[src/rtl/btn_code_lock.sv]
`default_nettype none
// ============================================================================
//  Module      : btn_code_lock
//  Description : Four-button combination lock. Raw buttons are synchronised
//                and debounced, rising edges of the debounced levels act as
//                digit presses, and an FSM walks IDLE->GOT1->GOT2->GOT3->OPEN
//                on the correct code, dropping into a timed FAIL otherwise.
//  Revision    : 1.0 - initial release
// ============================================================================
module btn_code_lock #(
  parameter int unsigned DEBOUNCE_CYCLES = 4,
  parameter int unsigned FAIL_CYCLES     = 8,
  parameter logic [7:0]  CODE            = 8'b11_10_01_00
) (
  input  logic       clk,
  input  logic       rst_n,
  input  logic [3:0] btn,
  input  logic [1:0] sw,
  output logic [3:0] led,
  output logic       unlocked,
  output logic       error
);

  // Counter widths sized so the terminal values DEBOUNCE_CYCLES-1 and
  // FAIL_CYCLES-1 always fit (2^16 needs exactly 16 bits).
  localparam int unsigned DB_W = (DEBOUNCE_CYCLES > 1) ? $clog2(DEBOUNCE_CYCLES) : 1;
  localparam int unsigned FC_W = (FAIL_CYCLES > 1) ? $clog2(FAIL_CYCLES) : 1;
  localparam logic [DB_W-1:0] DB_LAST   = DB_W'(DEBOUNCE_CYCLES - 1);
  localparam logic [FC_W-1:0] FAIL_LAST = FC_W'(FAIL_CYCLES - 1);

  typedef enum logic [2:0] {
    IDLE = 3'd0,
    GOT1 = 3'd1,
    GOT2 = 3'd2,
    GOT3 = 3'd3,
    OPEN = 3'd4,
    FAIL = 3'd5
  } state_t;

  // --------------------------------------------------------------------------
  // Two-flop synchronizer
  // --------------------------------------------------------------------------
  logic [3:0] s1_q, s1_d;
  logic [3:0] s2_q, s2_d;

  // Next values of the synchronizer chain.
  always_comb begin
    s1_d = btn;
    s2_d = s1_q;
  end

  // Synchronizer registers.
  always_ff @(posedge clk) begin
    if (!rst_n) begin
      s1_q <= 4'b0000;
      s2_q <= 4'b0000;
    end else begin
      s1_q <= s1_d;
      s2_q <= s2_d;
    end
  end

  // --------------------------------------------------------------------------
  // Per-button debouncer: the stable level only follows s2 once s2 has
  // disagreed with it for DEBOUNCE_CYCLES consecutive edges.
  // --------------------------------------------------------------------------
  logic [3:0] stable;

  generate
    for (genvar i = 0; i < 4; i++) begin : g_debounce
      logic            stable_q, stable_d;
      logic [DB_W-1:0] cnt_q, cnt_d;

      // Count disagreement; commit the new level on the terminal count.
      always_comb begin
        stable_d = stable_q;
        cnt_d    = '0;
        if (s2_q[i] != stable_q) begin
          if (cnt_q == DB_LAST) begin
            stable_d = s2_q[i];
          end else begin
            cnt_d = cnt_q + 1'b1;
          end
        end
      end

      // Debouncer registers.
      always_ff @(posedge clk) begin
        if (!rst_n) begin
          stable_q <= 1'b0;
          cnt_q    <= '0;
        end else begin
          stable_q <= stable_d;
          cnt_q    <= cnt_d;
        end
      end

      assign stable[i] = stable_q;
    end
  endgenerate

  // --------------------------------------------------------------------------
  // Press detection: one-cycle pulse on each debounced rising edge.
  // --------------------------------------------------------------------------
  logic [3:0] stable_prev_q, stable_prev_d;
  logic [3:0] press;

  // Delayed copy of the debounced levels for edge detection.
  always_comb begin
    stable_prev_d = stable;
    press         = stable & ~stable_prev_q;
  end

  // Delayed-level register.
  always_ff @(posedge clk) begin
    if (!rst_n) begin
      stable_prev_q <= 4'b0000;
    end else begin
      stable_prev_q <= stable_prev_d;
    end
  end

  // --------------------------------------------------------------------------
  // Lock FSM
  // --------------------------------------------------------------------------
  state_t          state_q, state_d;
  logic [FC_W-1:0] fail_cnt_q, fail_cnt_d;
  logic [1:0]      exp_digit;
  logic [3:0]      exp_onehot;
  logic            one_press;
  logic            accept;
  state_t          adv_state;

  // Expected digit for the current progress state and the successor state.
  always_comb begin
    exp_digit = CODE[1:0];
    adv_state = IDLE;
    case (state_q)
      IDLE: begin exp_digit = CODE[1:0]; adv_state = GOT1; end
      GOT1: begin exp_digit = CODE[3:2]; adv_state = GOT2; end
      GOT2: begin exp_digit = CODE[5:4]; adv_state = GOT3; end
      GOT3: begin exp_digit = CODE[7:6]; adv_state = OPEN; end
      default: begin exp_digit = CODE[1:0]; adv_state = IDLE; end
    endcase
    exp_onehot = 4'b0001 << exp_digit;
    one_press  = (press != 4'b0000) && ((press & (press - 4'd1)) == 4'b0000);
    // Presses seen while frozen are dropped on the floor, not held over.
    accept     = (press != 4'b0000) && !sw[1];
  end

  // Next-state logic; the FAIL timer runs independently of the freeze switch.
  always_comb begin
    state_d    = state_q;
    fail_cnt_d = '0;
    case (state_q)
      IDLE, GOT1, GOT2, GOT3: begin
        if (accept) begin
          if (one_press && (press == exp_onehot)) begin
            state_d = adv_state;
          end else begin
            state_d = FAIL;
          end
        end
      end
      OPEN: begin
        // The press that relocks is consumed and not taken as a first digit.
        if (accept) begin
          state_d = IDLE;
        end
      end
      FAIL: begin
        if (fail_cnt_q == FAIL_LAST) begin
          state_d = IDLE;
        end else begin
          fail_cnt_d = fail_cnt_q + 1'b1;
        end
      end
      default: begin
        state_d = IDLE;
      end
    endcase
  end

  // State and FAIL-timer registers.
  always_ff @(posedge clk) begin
    if (!rst_n) begin
      state_q    <= IDLE;
      fail_cnt_q <= '0;
    end else begin
      state_q    <= state_d;
      fail_cnt_q <= fail_cnt_d;
    end
  end

  // --------------------------------------------------------------------------
  // Output decode from the state register; sw[0] only blanks the LEDs.
  // --------------------------------------------------------------------------
  logic [3:0] pattern;

  // Display pattern and status flags.
  always_comb begin
    pattern  = 4'b0000;
    unlocked = 1'b0;
    error    = 1'b0;
    case (state_q)
      GOT1: pattern = 4'b1000;
      GOT2: pattern = 4'b1100;
      GOT3: pattern = 4'b1110;
      OPEN: begin pattern = 4'b1111; unlocked = 1'b1; end
      FAIL: begin pattern = 4'b0101; error = 1'b1; end
      default: pattern = 4'b0000;
    endcase
    led = sw[0] ? pattern : 4'b0000;
  end

endmodule
`default_nettype wire

[config.mk]
export PLATFORM = sky130hd
export DESIGN_NAME = btn_code_lock
export DESIGN_NICKNAME = d
export VERILOG_FILES = /design/src/rtl/btn_code_lock.sv
export SDC_FILE = /design/constraint.sdc
export NUM_CORES = 1
export LEC_CHECK = 0
export BUFFER_PORTS_ARGS = -buffer_cell sky130_fd_sc_hd__buf_4
export CAP_MARGIN = 20
export CORE_MARGIN = 8
export CORE_UTILIZATION = 50
export CTS_CLUSTER_DIAMETER = 200
export DETAILED_ROUTE_END_ITERATION = 12
export GPL_TIMING_DRIVEN = 0
export HOLD_SLACK_MARGIN = 0.03
export PLACE_DENSITY = 0.81
export RECOVER_POWER = 100
export SLEW_MARGIN = 0
export SYNTH_ARGS = -nofsm -noshare
export SYNTH_HDL_FRONTEND = slang
export SYNTH_SLANG_ARGS = --single-unit
[constraint.sdc]
create_clock -name clk -period 1.37 [get_ports clk]
set_clock_uncertainty 0.05 [all_clocks]
set_input_delay 0.137 -clock clk [delete_from_list [all_inputs] [get_ports clk]]
set_output_delay 0.137 -clock clk [all_outputs]
set_load 0.05 [all_outputs]
Word-level counts from Yosys, hierarchy flattened
Cells that the tools add are included.
W data, S select, Z words.
Operators by class
  reductions and logical operators: 18
  bitwise operators: 9
  equal/unequal tests: 18
  add/sub/neg operators: 6
  shift operators: 1
  muxes and demuxes: 11
Operators by type and width (number)
  $pmux W4 S5: 1
  $reduce_or A3 Y1: 5
  $mux W3: 4
  $pmux W3 S4: 1
  $eq A3 B3 Y1 const B: 3
  $pmux W3 S3: 1
  $add A2 B1 Y2 const B: 4
  $and A4 B4 Y4: 2
  $eq A2 B2 Y1 const B: 4
  $reduce_and A2 Y1: 4
  $eq A3 B2 Y1 const B: 2
  $ne A2 B2 Y1 const B: 3
  $not A1 Y1: 6
  $pmux W2 S3: 1
  $eq A4 B4 Y1: 1
  $logic_not A4 Y1: 1
  $mux W4: 1
  $ne A1 B1 Y1: 4
  $not A4 Y4: 1
  $reduce_bool A4 Y1: 1
  $reduce_or A4 Y1: 1
  $shl A1 B2 Y4 const A: 1
  $sub A4 B1 Y4 const B: 1
  $add A3 B1 Y3 const B: 1
  other kinds (6): 9
Word-level totals
  word-level logic and storage cells: 76
  flip-flop bits (word level): 30
  output and inout port bits: 6
  input bits: 8

Depth between registers and ports, before layout
Gate-level depths: netlist (run 1).
  depth in word-level cells: 10
  mapped depth: 7
  depth with buffers taken out: 7

Least setup slack after synthesis (run 1)
No wires, ideal clock.
  path type: register to output
  start point: register state_q[1]
  end point: output led[3]
  slack: -0.603 ns
  path buffers: 0
  cell stages (with the launch flop): 4
  arrival time: 1.786 ns
  data required time: 1.183 ns
  path through: dfxtp_1 and2b_1 nand2_1 a21boi_0
On the way
  word-level cells in the longest chain between the ends: 3
  elaborated cells on any way between the ends: 7
  those cells by class: eq/ne: 5; mux: 2
Ends and longest elaborated chain
  start: declaration: line 126  | state_t state_q, state_d;
  start signal: assignment: line 190  | state_q <= state_d;
  $eq A3 B3 Y1 (tied with other cells): line 205  | case (state_q)
  $pmux W4 S5 *: line 205
  $mux W4 *: line 213  | led = sw[0] ? pattern : 4'b0000;
  end: declaration: line 19  | output logic [3:0] led,
Every way passes the cells marked *; elsewhere a longest branch is shown, timed or not.

Worst setup path in the final report (run 1)
  start point: register state_q[1]
  end point: output led[1]
Same word-level chain as after synthesis.

==> flow_summary.json, run 1 <==
{
  "drcViolationCount": 0,
  "synth_warnings": 0,
  "core_area_um2": 2432,
  "startpoint_type": "flop",
  "cts_root_buf": "clkbuf_4",
  "synth_area_leaders": "dfxtp_1, and2_1, ha_1",
  "holdCritPathClass": "input port to flop",
  "powerDensity_nw_per_um2": 896.5,
  "cts_buffers": 5,
  "insertion_delay_ps": 320,
  "power_w": 0.001480,
  "synth-edff-count": 0,
  "synth_fp_nets": 134,
  "layout-drive-gt1-share": 0.3182,
  "setup_viol": 9,
  "drt-wirelength-per-cell_um": 13.92,
  "multiInputGateArea_um2": 668.1,
  "power_switching_w": 0.0003123,
  "hold_viol_final": 0,
  "arrival_ps": 1430,
  "grt_pass1_wl_um": 4077,
  "status": "finished, violations left",
  "holdWs_ps": 63.17,
  "critPathRequiredTime_ps": 1180,
  "synth_flop_cell": "dfxtp_1",
  "cts.sinks": 30,
  "dpl_worst_slack_ps": -91.59,
  "die_area_um2": 4376,
  "leakage_nw": 0.6908,
  "ios": 14,
  "clkSlewWorstSetupHoldPaths_ps": 80,
  "layout_setup_ws_ps": -244.4,
  "synth.top_cell.area_share": 0.4776,
  "diodes": 0,
  "ant_nets": 0,
  "vias": 981,
  "initial_core_util": 0.5170,
  "dr.pass1.iters": 4,
  "p_seq_frac": 0.600,
  "rsz0062_at_grt": "true",
  "synth_cell_types": 39,
  "first_iter_violations": 61,
  "synth-seq-area-share": 0.4776,
  "ys_ff_latch": 30,
  "period_needed_ps": 1614,
  "critPathMaxFanout": 3,
  "vias_per_cell": 5.332,
  "grt_max_degree": 11,
  "comb_power_share": 0.041,
  "cts_tree": "yes",
  "path_class": "flop to output pin",
  "slew_headroom": 0.7231,
  "fin_crit_sh": 1.178,
  "synth_common_cells": "dfxtp_1, and2_1, nand2_1",
  "cap_violations": 0,
  "final_util": 0.6785,
  "cpPeakStageDelay_ps": 350,
  "synth_area_um2": 1257,
  "clock_path_buffers": 2,
  "fmax_mhz": 619.4,
  "intPower_w": 0.001167,
  "rows": 18,
  "slew_violations": 0,
  "path_cells": "and2b_2 -> nand2_4 -> clkinvlp_4 -> o21a_4 -> buf_6",
  "synth_top_area_cell": "dfxtp_1",
  "die_h_um": 66.15,
  "synthArstFlopShare": 0,
  "synth.most_common_cell": "dfxtp_1",
  "die_w_um": 66.15,
  "ir_drop_mv": 0.9376,
  "avgSynthCellArea_um2": 10.48,
  "area_delta_synth_final_pct": 31.24,
  "switching_share": 0.2111,
  "fill_cells": 177,
  "portBuffers": 13,
  "htreeDepth": 2,
  "ff_latch_area_um2": 609.3,
  "wl_um": 2561,
  "grt_util_all_layers": 0.1202,
  "crit_slowest_cell": "dfxtp_4",
  "hpwl_um": 1673,
  "worst_slew_pin_slew_ps": 415.4,
  "tns_ps": -1530,
  "grt_pass1_vias": 971,
  "antenna_found_initial": 0,
  "failed_checks": "negative setup slack",
  "end_kind": "output pin",
  "synth_cells": 120,
  "gp_congestion": 0.8327,
  "overflow": 0,
  "clkPwrFrac": 0.359,
  "layout.nets": 167
}
==> critical path, delay by kind of cell (launching register included) <==
kind	cells	cell delay, ps
flip-flops	1	350
AND/OR/NAND/NOR	2	320
buffers and inverters	2	240
AO/OA/AOI/OAI	1	200
==> layout by cell type, fill, tap and decap left out, types with 2 or more instances in the layout <==
| cell type | netlist | final |
|---|---|---|
| dfxtp_4 | 0 | 2 |
| a21oi_1 | 2 | 2 |
| mux2i_1 | 4 | 4 |
| dlygate4sd3_1 | 0 | 4 |
| nor4b_1 | 2 | 2 |
| buf_4 | 0 | 15 |
| dfxtp_1 | 30 | 27 |
| buf_6 | 0 | 4 |
| nand2b_1 | 4 | 4 |
| xnor2_1 | 2 | 2 |
| nand2_1 | 7 | 6 |
| and3_1 | 3 | 3 |
| buf_8 | 0 | 2 |
| and4b_1 | 2 | 2 |
| clkbuf_4 | 0 | 6 |
| nor2b_1 | 6 | 6 |
| and2_1 | 13 | 5 |
| nor4bb_1 | 4 | 4 |
| clkbuf_1 | 3 | 4 |
| nor3_1 | 4 | 2 |
| and2_0 | 0 | 7 |
| ha_1 | 6 | 6 |
| xor2_1 | 2 | 2 |
| inv_4 | 0 | 2 |
==> what timing repair did <==
action / in CTS / in global routing
gates cloned: 0 / 1
setup buffers: 4 / 4
pin swaps: 4 / 0
resized for setup: 18 / 5
hold endpoints to repair: 4 / 0
setup endpoints to repair: 9 / 11
hold buffers: 4 / 0
==> path summary, 6_finish.rpt <==
| kind | slack [ps] | depth (start not counted) | from | endpoint |
|---|---|---|---|---|
| worst max-delay path | -240 | 5 | state_q[1] | led[1] |
| worst min-delay path | 60 | 3 | sw[1] | state_q[1] |
| worst max register to register | -190 | 6 | state_q[1] | state_q[2] |
| worst min register to register | 380 | 1 | g_debounce[0].cnt_q[0] | g_debounce[0].cnt_q[0] |
==> routing by layer <==
| metal | global-route usage | part of all wire | vias to the layer above |
|---|---|---|---|
| met5 | 0 | 0 | - |
| met4 | 0.07467 | 0.029 | 0 |
| met3 | 0.04576 | 0.050 | 12 |
| met2 | 0.2051 | 0.50 | 23 |
| met1 | 0.1204 | 0.42 | 455 |
| li1 | - | - | 491 |
==> through the flow <==
step,cell area (um^2),cells
global route,1650,184
finish,1650,184
detailed placement,1413,163
global placement,1413,163
floorplan,1277,120
CTS,1600,179
==> cell families after synthesis <==
kind of cell | Yosys count | share of synthesized area
buf+inv | 8 | 0.02488
mux | 5 | 0.04378
compound gates | 15 | 0.09553
xor+xnor | 4 | 0.02787
simple gates | 52 | 0.2707
fa+ha+maj | 6 | 0.05970
flops | 30 | 0.4776
==> power groups by stage <==
stage / registers (W) / clock network, W / logic, W
5_1_grt: 0.000890 / 0.000601 / 0.0000670
6_report: 0.000888 / 0.000531 / 0.0000609
3_3_place_gp: 0.000912 / 0 / 0.0000501
3_5_place_dp: 0.000912 / 0 / 0.0000528
4_1_cts: 0.000888 / 0.000549 / 0.0000617
2_1_floorplan: 0.000911 / 0 / 0.0000282
==> sequential cells by signal, indices dropped and copies added, names as in the netlist <==
signal               cells
g_debounce.cnt_q         8
g_debounce.stable_q      4
s1_q                     4
s2_q                     4
stable_prev_q            4
fail_cnt_q               3
state_q                  3
==> area by class of cell <==
type	count	share of cell area
buffer	4	0.01365
multi-input combinational	82	0.4049
clock buffer	7	0.03336
inverter	4	0.01440
timing repair buffer	26	0.1387
sequential	30	0.3692
tap	30	0.02274
clock inverter	1	0.003033
(Power assumes the default switching activity.)
==> run 2: changes to the inputs <==
RECOVER_POWER = not set   (was 100)
==> flow_summary.json, run 2 (synthesis results as in run 1) <==
{
  "hpwl_um": 1673,
  "overflow": 0,
  "gp_congestion": 0.8327,
  "period_needed_ps": 1614,
  "cap_violations": 0,
  "vias_per_cell": 5.321,
  "layout.nets": 167,
  "clock_path_buffers": 2,
  "ios": 14,
  "die_w_um": 66.15,
  "leakage_nw": 0.6970,
  "path_class": "flop to output pin",
  "layout-drive-gt1-share": 0.3182,
  "worst_slew_pin_slew_ps": 415.8,
  "clkSlewWorstSetupHoldPaths_ps": 80,
  "cts_buffers": 5,
  "ant_nets": 0,
  "grt_pass1_vias": 971,
  "antenna_found_initial": 0,
  "cts.sinks": 30,
  "portBuffers": 13,
  "first_iter_violations": 57,
  "cpLargestDelayFamily": "flip-flops",
  "rows": 18,
  "drcViolationCount": 0,
  "area_delta_synth_final_pct": 31.24,
  "failed_checks": "negative setup slack",
  "core_area_um2": 2432,
  "crit_slowest_cell": "dfxtp_4",
  "powerDensity_nw_per_um2": 897.5,
  "fin_crit_sh": 1.178,
  "end_kind": "output pin",
  "ir_drop_mv": 0.9420,
  "diodes": 0,
  "wl_um": 2574,
  "die_area_um2": 4376,
  "dr.pass1.iters": 4,
  "final_util": 0.6785,
  "arrival_ps": 1430,
  "setup_viol": 9,
  "largest_reg_flops": 8,
  "cts_tree": "yes",
  "path_buf_inv": 2,
  "holdCritPathClass": "input port to flop",
  "layout_setup_ws_ps": -244.2,
  "startpoint_type": "flop",
  "critPathRequiredTime_ps": 1180,
  "final_cell_mix": "dfxtp_1, buf_4, and2_1",
  "vias": 979,
  "placedCellCount": 163,
  "grt_pass1_wl_um": 4077,
  "status": "finished, violations left",
  "largest-register": "g_debounce.cnt_q",
  "critPathMaxFanout": 3,
  "fmax_mhz": 619.5,
  "grt_util_all_layers": 0.1202,
  "instances_no_fill": 184,
  "rsz0062_at_grt": "true",
  "insertion_delay_ps": 320,
  "htreeDepth": 2,
  "final_common_cell": "dfxtp_1",
  "slew_headroom": 0.7228,
  "hold_viol_final": 0,
  "cpPeakStageDelay_ps": 350,
  "initial_core_util": 0.5170,
  "slew_violations": 0,
  "path_cells": "and2b_2 -> nand2_4 -> clkinvlp_4 -> o21a_4 -> buf_6",
  "grt_max_degree": 11,
  "die_h_um": 66.15,
  "drt-wirelength-per-cell_um": 13.99,
  "cts_root_buf": "clkbuf_4"
}
run 2: cell types whose count changed in the layout (fill, tap and decap cells not counted):
cell,before,now
and2_0,7,0
and2_1,5,12
buf_4,15,16
clkbuf_4,6,5
run 2: cell type report:
type	count	area (um^2)
buffer	4	22.52
clock buffer	7	55.05
clock inverter	1	5.005
fill	177	782.0
inverter	4	23.77
multi-input combinational	82	668.1
sequential	30	609.3
tap	30	37.54
timing repair buffer	26	229.0
run 2: final timing paths:
path,startpoint,end,slack [ps],cells past startpoint
setup / recovery,state_q[1],led[1],-240,5
hold / removal,sw[1],state_q[1],60,3
setup reg to reg,state_q[1],state_q[2],-190,6
hold reg to reg,g_debounce[0].cnt_q[0],g_debounce[0].cnt_q[0],380,1
run 2: repair_timing:
item	CTS	global route
buffers inserted	4	4
pin swaps	4	0
hold endpoints to repair	4	0
hold buffers	4	0
gates cloned	0	1
resized for setup	18	5
setup endpoints to repair	9	11
run 2: metal layers:
metal,part of all wire,GRT usage,vias up
met5,0,0,-
met1,0.42,0.1204,454
met4,0.028,0.07467,0
met3,0.051,0.04576,12
met2,0.50,0.2051,23
li1,-,-,490
run 2: power breakdown:
| group | leakage [nW] | internal [W] | switching (W) |
|---|---|---|---|
| registers | 0.246 | 0.000882 | 0.00000607 |
| clock network | 0.0353 | 0.000248 | 0.000284 |
| logic | 0.416 | 0.0000379 | 0.0000235 |
| total | 0.697 | 0.00117 | 0.000313 |
run 2: worst reg2reg max path, cell delays in order, from the launching register on:
cell and delay [ps]:
dfxtp_4 350, buf_4 170, nand2b_1 160, mux2_4 270, o22a_1 200, a21oi_2 170
o21ai_1 100
run 2: through the flow:
step	setup WS (ps)	instance area (um^2)	total power [W]	setup TNS, ps	hold WS [ps]
final	-244.2	1650	0.001481	-1526	63.38
after global routing	-305.4	1650	0.001559	-2000	69.22
after CTS	-239.5	1600	0.001498	-1321	49.92
after detailed placement	-91.59	1413	0.0009652	-299.1	297.3
after global placement	-62.34	1413	0.0009617	-200.7	294.5
after floorplan	-223.6	1277	0.0009392	-333.5	214.3
